--- src/rtl/result_demux_if.sv ---
// Handshake bundle for result_demux: producer-side result port plus the
// per-destination steering outputs. master = producer/consumers, slave = the demux.
interface result_demux_if #(
    parameter int W     = 8,
    parameter int NDEST = 2,
    parameter int SELW  = 1
);
    // A word moves on a channel at a rising edge where valid && ready are both 1;
    // valid never waits on ready, and ready here depends only on registered state.
    logic             in_valid;
    logic             in_ready;
    logic [W-1:0]     in_data;
    logic [SELW-1:0]  in_sel;
    logic [NDEST-1:0] out_valid;
    logic [NDEST-1:0] out_ready;
    logic [W-1:0]     out_data;

    modport master (
        output in_valid, in_data, in_sel, out_ready,
        input  in_ready, out_valid, out_data
    );

    modport slave (
        input  in_valid, in_data, in_sel, out_ready,
        output in_ready, out_valid, out_data
    );
endinterface

--- src/rtl/result_demux.sv ---
// Write-back steering stage: a 2-entry in-order buffer of {data, sel} whose head
// is presented to exactly one destination; out-of-range selects are dropped and flagged.
module result_demux #(
    parameter int W     = 8,
    parameter int NDEST = 2,
    parameter int SELW  = 1
) (
    input  logic             clk,
    input  logic             rst_n,
    result_demux_if.slave    bus,
    input  logic             err_clr,
    output logic             err,
    output logic [1:0]       dbg_count
);

    logic [W-1:0]    buf_data [2];
    logic [SELW-1:0] buf_sel  [2];
    logic            head;
    logic            tail;
    logic [1:0]      count;

    logic            head_valid;
    logic [SELW-1:0] head_sel;
    logic            sel_ok;
    logic            accept;
    logic            push;
    logic            pop;

    assign head_valid   = (count != 2'd0);
    assign head_sel     = buf_sel[head];
    assign bus.in_ready = (count != 2'd2);
    assign dbg_count    = count;

    assign sel_ok = ({1'b0, bus.in_sel} < (SELW+1)'(NDEST));
    assign accept = bus.in_valid && bus.in_ready;
    assign push   = accept && sel_ok;

    // Only the head entry is ever visible, so a stalled head blocks every later word.
    always_comb begin
        bus.out_valid = '0;
        for (int d = 0; d < NDEST; d++) begin
            bus.out_valid[d] = head_valid && (head_sel == SELW'(d));
        end
    end

    assign bus.out_data = head_valid ? buf_data[head] : '0;
    assign pop          = |(bus.out_valid & bus.out_ready);

    always_ff @(posedge clk or negedge rst_n) begin
        if (!rst_n) begin
            head        <= 1'b0;
            tail        <= 1'b0;
            count       <= 2'd0;
            err         <= 1'b0;
            buf_data[0] <= '0;
            buf_data[1] <= '0;
            buf_sel[0]  <= '0;
            buf_sel[1]  <= '0;
        end else begin
            if (push) begin
                buf_data[tail] <= bus.in_data;
                buf_sel[tail]  <= bus.in_sel;
                tail           <= ~tail;
            end
            if (pop) begin
                head <= ~head;
            end
            count <= count + {1'b0, push} - {1'b0, pop};
            // A dropped word in the same cycle as a clear leaves the flag set.
            if (accept && !sel_ok) begin
                err <= 1'b1;
            end else if (err_clr) begin
                err <= 1'b0;
            end
        end
    end

endmodule

--- src/flat_wrapper.sv ---
// flat-port wrapper written by rule: the top's interface ports become plain ports
module result_demux_flat 
#(
    parameter int W     = 8,
    parameter int NDEST = 2,
    parameter int SELW  = 1
)
  (clk, rst_n, err_clr, err, dbg_count, bus_in_valid, bus_in_data, bus_in_sel, bus_out_ready, bus_in_ready, bus_out_valid, bus_out_data);
  result_demux_if #(.W(W), .NDEST(NDEST), .SELW(SELW)) bus_i ();
  input  logic clk;
  input  logic rst_n;
  input  logic err_clr;
  output logic err;
  output logic [1:0] dbg_count;
  input wire logic [$bits(bus_i.in_valid)-1:0] bus_in_valid;
  input wire logic [$bits(bus_i.in_data)-1:0] bus_in_data;
  input wire logic [$bits(bus_i.in_sel)-1:0] bus_in_sel;
  input wire logic [$bits(bus_i.out_ready)-1:0] bus_out_ready;
  output wire logic [$bits(bus_i.in_ready)-1:0] bus_in_ready;
  output wire logic [$bits(bus_i.out_valid)-1:0] bus_out_valid;
  output wire logic [$bits(bus_i.out_data)-1:0] bus_out_data;
  assign bus_i.in_valid = bus_in_valid;
  assign bus_i.in_data = bus_in_data;
  assign bus_i.in_sel = bus_in_sel;
  assign bus_i.out_ready = bus_out_ready;
  assign bus_in_ready = bus_i.in_ready;
  assign bus_out_valid = bus_i.out_valid;
  assign bus_out_data = bus_i.out_data;
  result_demux #(.W(W), .NDEST(NDEST), .SELW(SELW)) u_core (.clk(clk), .rst_n(rst_n), .bus(bus_i), .err_clr(err_clr), .err(err), .dbg_count(dbg_count));
endmodule
--- config.mk ---
export PLATFORM = sky130hd
export DESIGN_NAME = result_demux_flat
export DESIGN_NICKNAME = d
export VERILOG_FILES = /design/src/rtl/result_demux_if.sv /design/src/rtl/result_demux.sv /design/src/flat_wrapper.sv
export SDC_FILE = /design/constraint.sdc
export NUM_CORES = 1
export LEC_CHECK = 0
export CORE_UTILIZATION = 45
export CTS_CLUSTER_SIZE = 14
export DETAILED_ROUTE_END_ITERATION = 12
export DONT_BUFFER_PORTS = 1
export GPL_TIMING_DRIVEN = 0
export PLACE_DENSITY = 0.67
export SKIP_CTS_REPAIR_TIMING = 1
export SYNTH_ARGS = -nofsm -noshare
export SYNTH_HDL_FRONTEND = slang
export SYNTH_SLANG_ARGS = --single-unit
--- constraint.sdc ---
create_clock -name clk -period 2.6 [get_ports clk]
set_clock_uncertainty 0.1 [all_clocks]
set_input_delay 0.52 -clock clk [delete_from_list [all_inputs] [get_ports clk]]
set_output_delay 0.52 -clock clk [all_outputs]
set_load 0.01 [all_outputs]
==> impl_metrics.csv <==
group,metric,value,unit
yosys,syn_area,1100,um^2
drt,drcViolationCount,0,
critical_path,critPathCaptureType,"output port",
yosys,synth_nets,99,
floorplanning,pin_count,29,
drt,post_drt_wl_per_cell,15.6,um
global_routing,grt_first_pass_wirelength,2990,um
global_routing,overflow,0,
drt,dr.pass1.iters,2,
sta,post-route-period-util,87.7,%
cells_and_area,n_antenna_cell,0,
drt,vias,611,
sta,setup_viol,0,
power,clkPwrFrac,11.6,%
yosys,synth_top_cell_by_area,"dfrtp_1",
critical_path,worstPathArrival,1.66,ns
yosys,synthFlopType,"dfrtp_1",
drt,first_iter_violations,1,
sta,fmax,0.439,GHz
placement,placed_area,1130,um^2
sta,min_period,2.28,ns
critical_path,critPathMaxStageDelay,0.49,ns
clock_tree,numClockSinks,22,
critical_path,cp_slowest_cell,"dfrtp_1",
yosys,synth_seq_cells,22,
clock_tree,clockBufferDepth,2,
yosys,synth_top_area_share,50.2,%
cells_and_area,postLayoutCoreUtil,53.2,%
global_routing,grt_pass1_vias,667,
min_path,min_path_type,"input pin to register",
critical_path,critPathMaxFanout,10,
sta,fin_setup_tns,0,ns
critical_path,critPathTopFamily,"flip-flops",
critical_path,crit_top_cell,"nor2_1",
drt,wl,1810,um
cells_and_area,final_common_cell,"dfrtp_1",
placement,gp_congestion,0.669,
cells_and_area,drive_above_1_share,33.0,%
floorplanning,dieArea,2640,um^2
status,outcome,"finished clean",
yosys,syn_area_per_cell,13.4,um^2
yosys,synth_edf_count,0,
critical_path,critPathKind,"register to output port",
clock_tree,insertion_delay,0.31,ns
critical_path,cp.required,1.98,ns
global_routing,grt_max_degree,23,
placement,dp_hpwl,1260,um
floorplanning,die_w,51.4,um
placement,port_buffers,0,
yosys,synth_cells,82,
sta,rsz0062_at_grt,"no",
power,ir_drop,687,uV
job,max_cap_viol_count,0,
floorplanning,dieHeight,51.4,um
global_routing,antenna_found_initial,0,
yosys,yosysWarnings,0,
floorplanning,core-area,2250,um^2
drt,ant_nets,0,
yosys,synth.distinct_cells,21,
power,power.total,1610,uW
floorplanning,start_util,48.7,%
critical_path,path_cells,"nor2_1 > clkbuf_1 > nor2_1",
clock_tree,cts_tree,"built",
power,p_seq_share,40.3,%
critical_path,crit_buf_inv,1,
critical_path,startpoint_type,"register",
drt,routed_via_density,5.27,
clock_tree,clockRootBuffer,"clkbuf_4",
power,intPower,1010,uW
sta,finalMaxSlewViolations,0,
sta,hold-worst-slack,0.249,ns
power,p_switching,599,uW
global_routing,groute.usage.overall,16.1,%
clock_tree,cts_buffers,3,
yosys,synth.area.top_cells,"dfrtp_1 50%, mux2_4 12%, mux2i_1 11%",
cells_and_area,syn_to_final_growth,9.24,%
power,p_leak,0.000567,uW
cells_and_area,stdcell_area,1200,um^2
floorplanning,num_rows,17,
sta,finalHoldViolations,0,
clock_tree,h-tree-depth,1,
power,p_comb_share,48.1,%
clock_tree,clk_pin_slew,0.12,ns
power,power_density,1340,nW/um^2
cells_and_area,final_cell_mix,"22 x dfrtp_1, 12 x mux2i_1, 11 x nor2_1, 9 x mux2_2, 9 x mux2_4",
yosys,seq_area_frac_synth,50.2,%
power,switching_share,37.3,%
cells_and_area,nets,106,
yosys,async_flop_share,100,%
flip-flops by register name, summed over array words and instances, names as in the netlist:
name / cells
u_core.buf_sel: 2
u_core.dbg_count: 2
u_core.tail: 1
u_core.buf_data: 16
u_core.head: 1
worst paths after layout:
| kind | startpoint | endpoint | slack [ns] | depth (start not counted) |
|---|---|---|---|---|
| setup / recovery | u_core.dbg_count[1] | bus_out_data[0] | 0.32 | 3 |
| hold / removal | bus_in_data[5] | u_core.buf_data[13] | 0.25 | 1 |
| setup reg to reg | u_core.dbg_count[1] | u_core.dbg_count[1] | 0.35 | 8 |
| hold reg to reg | u_core.tail | u_core.tail | 0.42 | 1 |
| max in group asynchronous | rst_n | u_core.buf_data[14] | 1.74 | 2 |
| min in group asynchronous | rst_n | u_core.tail | 0.52 | 2 |
per-layer routing:
layer  share of wire [%]  GRT usage [%]  up-vias
li1                    -              -      289
met1                  47           20.9      298
met2                  43           24.9       22
met3                 8.8           6.55        2
met4                0.72           4.05        0
met5                   0              0        -
Yosys cell counts (2+ instances only):
cell and number:
dfrtp_1 22, ha_1 2, inv_1 2, mux2_2 9, mux2_4 9, mux2i_1 12, nor2_1 11, xnor2_1 2
logic make-up (layout without fill, tap and decap cells):
logic type,after synthesis,count (layout),share of synthesized area (%)
AOI/OAI and AO/OA,2,2,1.14
buffers and inverters,6,12,3.19
DFF,22,22,50.2
xor gates and xnor gates,3,3,2.39
adders and majority gates,2,2,2.28
and+or+nand+nor,16,16,7.98
muxes,30,30,32.5
other,1,1,0.342
power by group through the flow:
stage / Sequential [uW] / Combinational (uW) / Clock (uW)
6_report: 648 / 774 / 186
5_1_grt: 669 / 863 / 205
4_1_cts: 648 / 776 / 196
3_5_place_dp: 654 / 775 / 0
3_3_place_gp: 645 / 759 / 0
2_1_floorplan: 624 / 680 / 0
stage by stage:
| step | instances | setup WS, ns |
|---|---|---|
| final | 116 | 0.320 |
| after global routing | 116 | 0.144 |
| after CTS | 114 | 0.295 |
| after detailed placement | 110 | 0.346 |
| after global placement | 110 | 0.367 |
| after floorplan | 82 | 0.630 |
cell type report:
class | count | area, um^2
inverter | 2 | 7.51
buffer | 4 | 27.5
tap | 28 | 35.0
timing repair buffer | 2 | 30.0
clock buffer | 4 | 36.3
fill | 203 | 1060
sequential | 22 | 551
multi-input combinational | 54 | 512
No activity file was read; power rests on OpenSTA's default activity.
